## src/rtl/uart_pkg.sv

```systemverilog
// Shared UART definitions: receiver state encoding, oversampling constants
// and the baud divisor calculation.
package uart_pkg;

    typedef enum logic [2:0] {
        ST_WAIT_HIGH = 3'd0,
        ST_IDLE      = 3'd1,
        ST_START     = 3'd2,
        ST_DATA      = 3'd3,
        ST_STOP      = 3'd4
    } state_t;

    localparam int OVERSAMPLE = 16;
    localparam int MID_BIT    = 8;

    // Clocks per oversample tick, rounded to nearest.
    function automatic int calc_div(input int clk_freq, input int baud);
        return (clk_freq + (baud * OVERSAMPLE) / 2) / (baud * OVERSAMPLE);
    endfunction

endpackage

```

## src/rtl/uart_baud_tick.sv

```systemverilog
// Free-running oversample tick: one-clock pulse every DIV clocks.
module uart_baud_tick #(
    parameter int DIV = 27
) (
    input  logic clk,
    input  logic reset,
    output logic tick
);
    localparam int CW = (DIV > 1) ? $clog2(DIV) : 1;
    localparam logic [CW-1:0] RELOAD = CW'(DIV - 1);

    logic [CW-1:0] cnt_q, cnt_d;

    assign tick = (cnt_q == '0);

    always_comb begin
        cnt_d = tick ? RELOAD : cnt_q - CW'(1);
    end

    always_ff @(posedge clk) begin
        if (reset) cnt_q <= '0;
        else       cnt_q <= cnt_d;
    end
endmodule

```

## src/rtl/uart_rx_deframer.sv

```systemverilog
// 8N1 receiver: pin synchroniser, 16x oversampled deframer and a one-entry
// valid/ready holding register with frame-error and overrun pulses.
//
// state      | meaning
// WAIT_HIGH  | after reset / framing error; wait for an idle-high line
// IDLE       | line idle, looking for a low sample on a tick
// START      | counting to mid start bit to reject glitches
// DATA       | sampling 8 data bits, LSB first, every 16 ticks
// STOP       | sampling stop bit; deliver byte or flag framing error
module uart_rx_deframer
    import uart_pkg::*;
#(
    parameter int CLK_FREQ   = 50_000_000,
    parameter int BAUD       = 115200,
    parameter int OVERSAMPLE = 16
) (
    input  logic       clk,
    input  logic       reset,
    input  logic       rxd,
    output logic [7:0] rx_data,
    output logic       rx_valid,
    input  logic       rx_ready,
    output logic       frame_err,
    output logic       overrun,
    output logic       busy
);
    localparam int DIV = calc_div(CLK_FREQ, BAUD);
    localparam logic [3:0] LAST_TICK = 4'(OVERSAMPLE - 1);
    localparam logic [3:0] MID_TICK  = 4'(MID_BIT - 1);

    logic       tick;
    logic [1:0] sync_q, sync_d;
    logic       rxd_s;
    state_t     state_q, state_d;
    logic [3:0] tcnt_q, tcnt_d;
    logic [2:0] idx_q, idx_d;
    logic [7:0] shift_q, shift_d;
    logic [7:0] data_q, data_d;
    logic       valid_q, valid_d;
    logic       ferr_q, ferr_d;
    logic       ovr_q, ovr_d;
    logic       busy_q, busy_d;
    logic       deliver;

    uart_baud_tick #(.DIV(DIV)) u_tick (
        .clk   (clk),
        .reset (reset),
        .tick  (tick)
    );

    assign rxd_s = sync_q[1];

    always_comb begin
        sync_d  = {sync_q[0], rxd};
        state_d = state_q;
        tcnt_d  = tcnt_q;
        idx_d   = idx_q;
        shift_d = shift_q;
        data_d  = data_q;
        valid_d = valid_q;
        ferr_d  = 1'b0;
        ovr_d   = 1'b0;
        deliver = 1'b0;

        if (tick) begin
            case (state_q)
                ST_WAIT_HIGH: if (rxd_s) state_d = ST_IDLE;
                ST_IDLE: begin
                    if (!rxd_s) begin
                        state_d = ST_START;
                        tcnt_d  = 4'd0;
                    end
                end
                ST_START: begin
                    if (tcnt_q == MID_TICK) begin
                        tcnt_d  = 4'd0;
                        idx_d   = 3'd0;
                        state_d = rxd_s ? ST_IDLE : ST_DATA;
                    end else begin
                        tcnt_d = tcnt_q + 4'd1;
                    end
                end
                ST_DATA: begin
                    if (tcnt_q == LAST_TICK) begin
                        tcnt_d          = 4'd0;
                        shift_d[idx_q]  = rxd_s;
                        if (idx_q == 3'd7) state_d = ST_STOP;
                        else               idx_d   = idx_q + 3'd1;
                    end else begin
                        tcnt_d = tcnt_q + 4'd1;
                    end
                end
                ST_STOP: begin
                    if (tcnt_q == LAST_TICK) begin
                        tcnt_d = 4'd0;
                        if (rxd_s) begin
                            deliver = 1'b1;
                            state_d = ST_IDLE;
                        end else begin
                            ferr_d  = 1'b1;
                            state_d = ST_WAIT_HIGH;
                        end
                    end else begin
                        tcnt_d = tcnt_q + 4'd1;
                    end
                end
                default: state_d = ST_WAIT_HIGH;
            endcase
        end

        // A consume in the delivery cycle frees the slot for the new byte.
        if (deliver) begin
            if (!valid_q || rx_ready) begin
                data_d  = shift_q;
                valid_d = 1'b1;
            end else begin
                ovr_d = 1'b1;
            end
        end else if (valid_q && rx_ready) begin
            valid_d = 1'b0;
        end

        busy_d = (state_d == ST_START) || (state_d == ST_DATA) || (state_d == ST_STOP);
    end

    always_ff @(posedge clk) begin
        if (reset) begin
            sync_q  <= 2'b11;
            state_q <= ST_WAIT_HIGH;
            tcnt_q  <= 4'd0;
            idx_q   <= 3'd0;
            shift_q <= 8'd0;
            data_q  <= 8'd0;
            valid_q <= 1'b0;
            ferr_q  <= 1'b0;
            ovr_q   <= 1'b0;
            busy_q  <= 1'b0;
        end else begin
            sync_q  <= sync_d;
            state_q <= state_d;
            tcnt_q  <= tcnt_d;
            idx_q   <= idx_d;
            shift_q <= shift_d;
            data_q  <= data_d;
            valid_q <= valid_d;
            ferr_q  <= ferr_d;
            ovr_q   <= ovr_d;
            busy_q  <= busy_d;
        end
    end

    assign rx_data   = data_q;
    assign rx_valid  = valid_q;
    assign frame_err = ferr_q;
    assign overrun   = ovr_q;
    assign busy      = busy_q;
endmodule

```

## config.mk

```make
export PLATFORM = sky130hd
export DESIGN_NAME = uart_rx_deframer
export DESIGN_NICKNAME = d
export VERILOG_FILES = /design/src/rtl/uart_pkg.sv /design/src/rtl/uart_baud_tick.sv /design/src/rtl/uart_rx_deframer.sv
export SDC_FILE = /design/constraint.sdc
export NUM_CORES = 1
export LEC_CHECK = 0
export BUFFER_PORTS_ARGS = -buffer_cell sky130_fd_sc_hd__buf_2
export CORE_MARGIN = 2
export CORE_UTILIZATION = 52
export CTS_CLUSTER_SIZE = 16
export DETAILED_ROUTE_END_ITERATION = 10
export PLACE_DENSITY = 0.81
export SKIP_CTS_REPAIR_TIMING = 1
export SLEW_MARGIN = 0
export SYNTH_ARGS = -nofsm -noshare
export SYNTH_HDL_FRONTEND = slang
export SYNTH_SLANG_ARGS = --single-unit
```

## constraint.sdc

```tcl
create_clock -name clk -period 1.8 [get_ports clk]
set_input_delay 0.27 -clock clk [delete_from_list [all_inputs] [get_ports clk]]
set_output_delay 0.27 -clock clk [all_outputs]
set_load 0.02 [all_outputs]
```

Word-level counts from Yosys, hierarchy flattened:

Index checks and enable logic that the tools add are counted.

* memories kept: 0
* latch bits: 0
* input bits: 4
* output and inout port bits: 12
* register bits after elaboration: 37
* memory bits (writable): 0
* bits in read-only memories: 0
* word-level logic and storage cells: 87

* bitwise gates (word level): 4
* div/mod/pow operators: 0
* add/sub/neg operators: 3
* equal/unequal tests: 15
* multiplexer cells: 31
* shift operators: 0
* order comparisons: 2
* reduce and logical (&&, ||, !) cells: 20
* multiply operators: 0

Operator list (count)
* 3-bit two-way mux: 10
* 3-bit one-hot mux with 5 select lines: 1
* 3-bit by 2-bit equality test with 1-bit output (second input constant): 4
* 4-bit two-way mux: 3
* 4-bit one-hot mux with 3 select lines: 1
* 1-bit two-way mux: 11
* 3-bit equality test (second input constant): 3
* 8-bit bitwise mux: 1
* 2-bit inequality test (second input constant): 4
* 3-bit one-hot mux with 2 select lines: 1
* 3-bit AND reduction: 2
* 2-bit OR reduction: 3
* 5-bit zero test: 1
* 5-bit two-way mux: 1
* 5-bit AND reduction: 1
* 5-bit by 1-bit subtractor with 5-bit output (second input constant): 1
* 4-bit by 1-bit adder with 4-bit output (second input constant): 1
* 4-bit by 3-bit equality test with 1-bit output (second input constant): 1
* 4-bit equality test (second input constant): 1
* 3-bit by 4-bit < comparator with 1-bit output (second input constant): 1
* 1-bit inverter: 4
* 2-bit AND reduction: 2
* 2-bit nonzero test: 2
* 4-bit OR reduction: 1
* other kinds (11): 14

Logic depth before layout (Yosys ltp):

* depth in word-level cells: 8
* mapped depth: 8
* gate-level depth less buffers: 7

Hierarchy:

From an unflattened synthesis, not the netlist that was laid out.

* cells, all modules: 187
* area, all modules: 1737.9 µm²

Modules (own cells, without submodules)
* uart_rx_deframer: area each 1545.2 µm², seq. area each 640.6 µm², instances 1, cells an instance 167
* uart_baud_tick: area each 192.7 µm², seq. area each 100.1 µm², instances 1, cells an instance 20

Worst setup path before layout:

OpenSTA, ideal clock, no wires.

* path type: reg-to-reg
* start point: register u_tick.cnt_q[0]
* end point: register shift_q[3]
* arrival time: 1.793 ns
* stages on the path, launching flop included: 9
* required time: 1.672 ns
* setup time: 0.128 ns
* path slack: -0.121 ns
* path through: dfxtp_1 inv_1 ha_1 or4b_1 buf_6 nor4_4 nand3_1 mux2i_1 nor2_1

* word-level cells in the longest chain between the ends: 2

RTL lines
* start: declaration: RTL line uart_baud_tick.sv:12 `logic [CW-1:0] cnt_q, cnt_d;`
* start signal: assignment: RTL line uart_baud_tick.sv:22 `else cnt_q <= cnt_d;`
* 5-bit zero test: RTL line uart_baud_tick.sv:14 `assign tick = (cnt_q == '0);`
* 3-bit AND reduction (no source line)
* end signal: assignment: RTL line uart_rx_deframer.sv:143 `shift_q <= shift_d;`
* end: declaration: RTL line uart_rx_deframer.sv:37 `logic [7:0] shift_q, shift_d;`

No other way between the ends.
A chain may end at the register's enable or synchronous reset.

Worst setup path after layout:

* start point: register u_tick.cnt_q[0]
* end point: register busy_q (netlist: busy)

* word-level cells in the longest chain between the ends: 5

RTL lines
* 5-bit zero test *: RTL line uart_baud_tick.sv:14
* 3-bit two-way mux *: RTL line uart_rx_deframer.sv:65 `if (tick) begin`
* 3-bit by 2-bit equality test with 1-bit output: RTL line uart_rx_deframer.sv:123 `busy_d = (state_d == ST_START) || (state_d == ST_DATA) || (state_d == ST_STOP);`
* 1-bit logical OR: RTL line uart_rx_deframer.sv:123
* 1-bit logical OR *: RTL line uart_rx_deframer.sv:123
* end signal: assignment: RTL line uart_rx_deframer.sv:148 `busy_q <= busy_d;`
* end: declaration: RTL line uart_rx_deframer.sv:42 `logic busy_q, busy_d;`

Every way passes the cells marked *; elsewhere a longest branch is shown, timed or not.

==> flow_summary.rst <==
.. list-table::
   :header-rows: 1

   * - Metric
     - Value
   * - Outcome
     - finished, violations left
   * - Violations in the final reports
     - setup timing
   * - Placer's final routability congestion estimate
     - 0.878
   * - Proportion of total power due to net switching
     - 0.316
   * - Number of iterations in the first detailed-routing pass
     - 4
   * - Htree depth
     - 2
   * - Clock tree skew after final layout
     - 7.54 ps
   * - Max clock buf depth
     - 2
   * - Largest voltage drop on the vdd net
     - 841 uV
   * - Min-Delay Path Class
     - in2reg
   * - Initial antenna violation count
     - 0
   * - Final Max Slew Viols
     - 0
   * - CTS buffer count
     - 5
   * - Drt drc
     - 0
   * - Most frequent cells after synthesis
     - sky130_fd_sc_hd__dfxtp_1, sky130_fd_sc_hd__nor2_1, sky130_fd_sc_hd__mux2i_1
   * - FMAX
     - about 0.52 GHz
   * - Maximum number of pins on one net before global-route repair
     - 38
   * - Syn nets
     - 194
   * - Worst setup path class
     - reg2reg
   * - Detail-routed via count per cell
     - ~5.7
   * - Overall die height
     - 61.5 um
   * - Post-Synthesis Mean Instance Area
     - 9.25 um^2
   * - Unrepaired setup endpoints after global routing
     - yes
   * - Pwr per Cell Area
     - around 1200 nW/um^2
   * - Initial Utilization
     - 0.554
   * - Layout-stage area growth over the synthesis result
     - 27.5%
   * - Post-detailed-route wirelength per cell
     - approximately 15 um
   * - Ratio of cells with drive above 1 in the final layout
     - 0.329
   * - Critical path required time
     - approximately 2100 ps
   * - Tightest Pin Transition
     - approximately 640 ps
   * - Core Region
     - 3100 um^2
   * - # setup viols final
     - 4
   * - Number of register bits inferred by synthesis
     - 37
   * - Fin crit period
     - around 1900 ps
   * - Via count of the first global-routing pass
     - 1,377
   * - Overall power of the completed layout
     - 2.57 mW
   * - NumNets Final
     - 232
   * - Internal power of the cells
     - between 1.5 and 2 mW
   * - Cell at the root of the clock tree
     - sky130_fd_sc_hd__clkbuf_4
   * - Quantity of I/O buffers inserted on ports
     - 15
   * - Synth unique cells
     - 41
   * - Type of element launching the critical path
     - register
   * - Largest cells by area after synthesis
     - sky130_fd_sc_hd__dfxtp_1, sky130_fd_sc_hd__mux2i_1, sky130_fd_sc_hd__nor2_1
   * - Global-route wire length before repair
     - 5890 um
   * - Worst path setup slack after routing
     - -130 ps
   * - Logic gate share of total power
     - 0.374
   * - Switching power
     - 0.813 mW
   * - TritonCTS clock tree
     - yes
   * - Ant diodes
     - 0
   * - Total wire length after detailed routing
     - 4130 um
   * - Std cell rows
     - 20
   * - Sequential area share after synthesis
     - 0.431
   * - Final design area excluding fillers
     - between 2000 and 2500 um^2
   * - Overall global routing resource usage
     - 0.214
   * - Die Outline Area
     - roughly 3800 um^2
   * - Leakage Power
     - 0.919 nW
   * - Detail Route Antenna Nets
     - 0
   * - Synth area leader
     - sky130_fd_sc_hd__dfxtp_1
   * - Fin Hold WS
     - roughly 110 ps
   * - Latest clock arrival within the worst-skew pair
     - roughly 350 ps
   * - FFs w/ async S/R, synth
     - 0
   * - Fraction of post-synthesis cell area in the top cell type by area
     - 0.431
   * - Max_cap viols
     - 0
   * - Die Wd
     - a little over 60 um
   * - First DRT Iteration DRCs
     - 94
   * - Post-DP Area
     - 1970 um^2
   * - Worst path arrival time
     - between 2000 and 2500 ps
   * - Setup TNS after final layout
     - -223 ps
   * - Final worst-path cycle share
     - 1.07
   * - Maximum net fanout on the critical path
     - 5
   * - Flip-flop cell with the highest count after synthesis
     - sky130_fd_sc_hd__dfxtp_1
   * - Post-synth EDFFs
     - 0
   * - Half-perimeter wire length of the detailed placement result
     - 2530 um
   * - Fill cell instance count of the final layout
     - between 200 and 300
   * - Final core utilization
     - 0.707
   * - Clock power share
     - 0.239
   * - Total vias in the final route
     - approximately 1,500
   * - Critical path endpoint category
     - register
   * - Boundary pin count
     - 16
   * - Count leader, synth
     - sky130_fd_sc_hd__dfxtp_1
   * - Yosys warnings
     - 0
   * - Post-Syn Area
     - 1720 um^2
   * - Normalized max-slew margin
     - 0.572
   * - Fin. Hold Viols
     - 0
   * - Relative contribution of sequential cells to total power
     - 0.387
   * - Synthesized instance count
     - 186
   * - Total congestion overflow
     - 0
   * - Clock slew seen by the registers of the worst setup and hold paths
     - 110 ps
   * - TritonCTS sink count
     - 37
placed cells by master, fill, tap and decap left out, drive strengths merged, types with 2 or more instances in the layout:
master,netlist,layout
buf,5,41
dfxtp,37,37
nor2,26,26
mux2i,16,16
a21oi,14,14
nand2,9,9
nand3,9,9
nand2b,7,7
clkbuf,6,7
nor3,6,6
o21ai,6,6
nand3b,4,4
or4b,3,4
ha,4,4
inv,3,3
nor4,3,3
and3,3,3
nor3b,3,3
nor2b,2,2
nand4,2,2
or2,2,2
a2bb2oi,2,2
xnor2,2,2
worst max-delay path, stage by stage, from the launching register on:
cell,delay [ps]
sky130_fd_sc_hd__dfxtp_1,340
sky130_fd_sc_hd__inv_2,70
sky130_fd_sc_hd__ha_4,140
sky130_fd_sc_hd__or4b_4,530
sky130_fd_sc_hd__a22o_1,270
sky130_fd_sc_hd__a211oi_2,220
sky130_fd_sc_hd__nand3b_1,140
sky130_fd_sc_hd__a21oi_2,150
logic make-up after synthesis:
logic type	Yosys count	share of synthesized area
multiplexers	16	0.0931
AO/OA/AOI/OAI	28	0.103
XOR/XNOR	3	0.0153
buffers and inverters	14	0.0371
adder cells (fa/ha/maj)	4	0.0291
flip-flops	37	0.431
AND/OR/NAND/NOR	84	0.292
stage by stage:
step,instances,setup slack [ps]
final,269,-130
after global placement,254,-49.6
after global routing,269,-177
after floorplan,186,4.66
after detailed placement,254,-113
after CTS,262,-153
final timing paths:
kind / depth (start not counted) / startpoint / slack (ps) / endpoint
min reg2reg: 1 / sync_q[0]$_SDFF_PP1_ / 430 / sync_q[1]$_SDFF_PP1_
max reg2reg: 7 / u_tick.cnt_q[0]$_SDFF_PP0_ / -130 / busy$_SDFF_PP0_
min: 2 / rxd / 110 / sync_q[0]$_SDFF_PP1_
max: 7 / u_tick.cnt_q[0]$_SDFF_PP0_ / -130 / busy$_SDFF_PP0_
power by group through the flow:
stage	logic (mW)	clock network (mW)	registers, mW
4_1_cts	0.729	0.614	0.974
6_report	0.963	0.614	0.994
2_1_floorplan	0.505	0	0.975
5_1_grt	1.03	0.648	1.00
3_5_place_dp	0.718	0	0.991
3_3_place_gp	0.679	0	0.985
metal layers:
| metal | up-vias | wire, um | global-route usage |
|---|---|---|---|
| met1 | 748 | 1700 | 0.249 |
| li1 | 738 | - | - |
| met3 | 15 | 167 | 0.0693 |
| met5 | - | 0 | 0 |
| met4 | 0 | 157 | 0.0821 |
| met2 | 39 | 2100 | 0.364 |
state kept, by name, indices dropped and copies added, names as in the netlist:
name	count
busy	1
state_q	3
sync_q	2
overrun	1
rx_data	8
frame_err	1
u_tick.cnt_q	5
shift_q	8
rx_valid	1
idx_q	3
tcnt_q	4
area by class of cell:
cell class / count / area (um^2) / share of cell area
Sequential cell: 37 / 743 / 0.339
Multi-Input combinational cell: 136 / 1010 / 0.460
Inverter: 3 / 11.3 / 0.00513
Timing Repair Buffer: 41 / 290 / 0.132
Clock inverter: 1 / 30.0 / 0.0137
Clock buffer: 7 / 55.1 / 0.0251
Tap cell: 44 / 55.1 / 0.0251
Power figures use the tool's default switching activity.
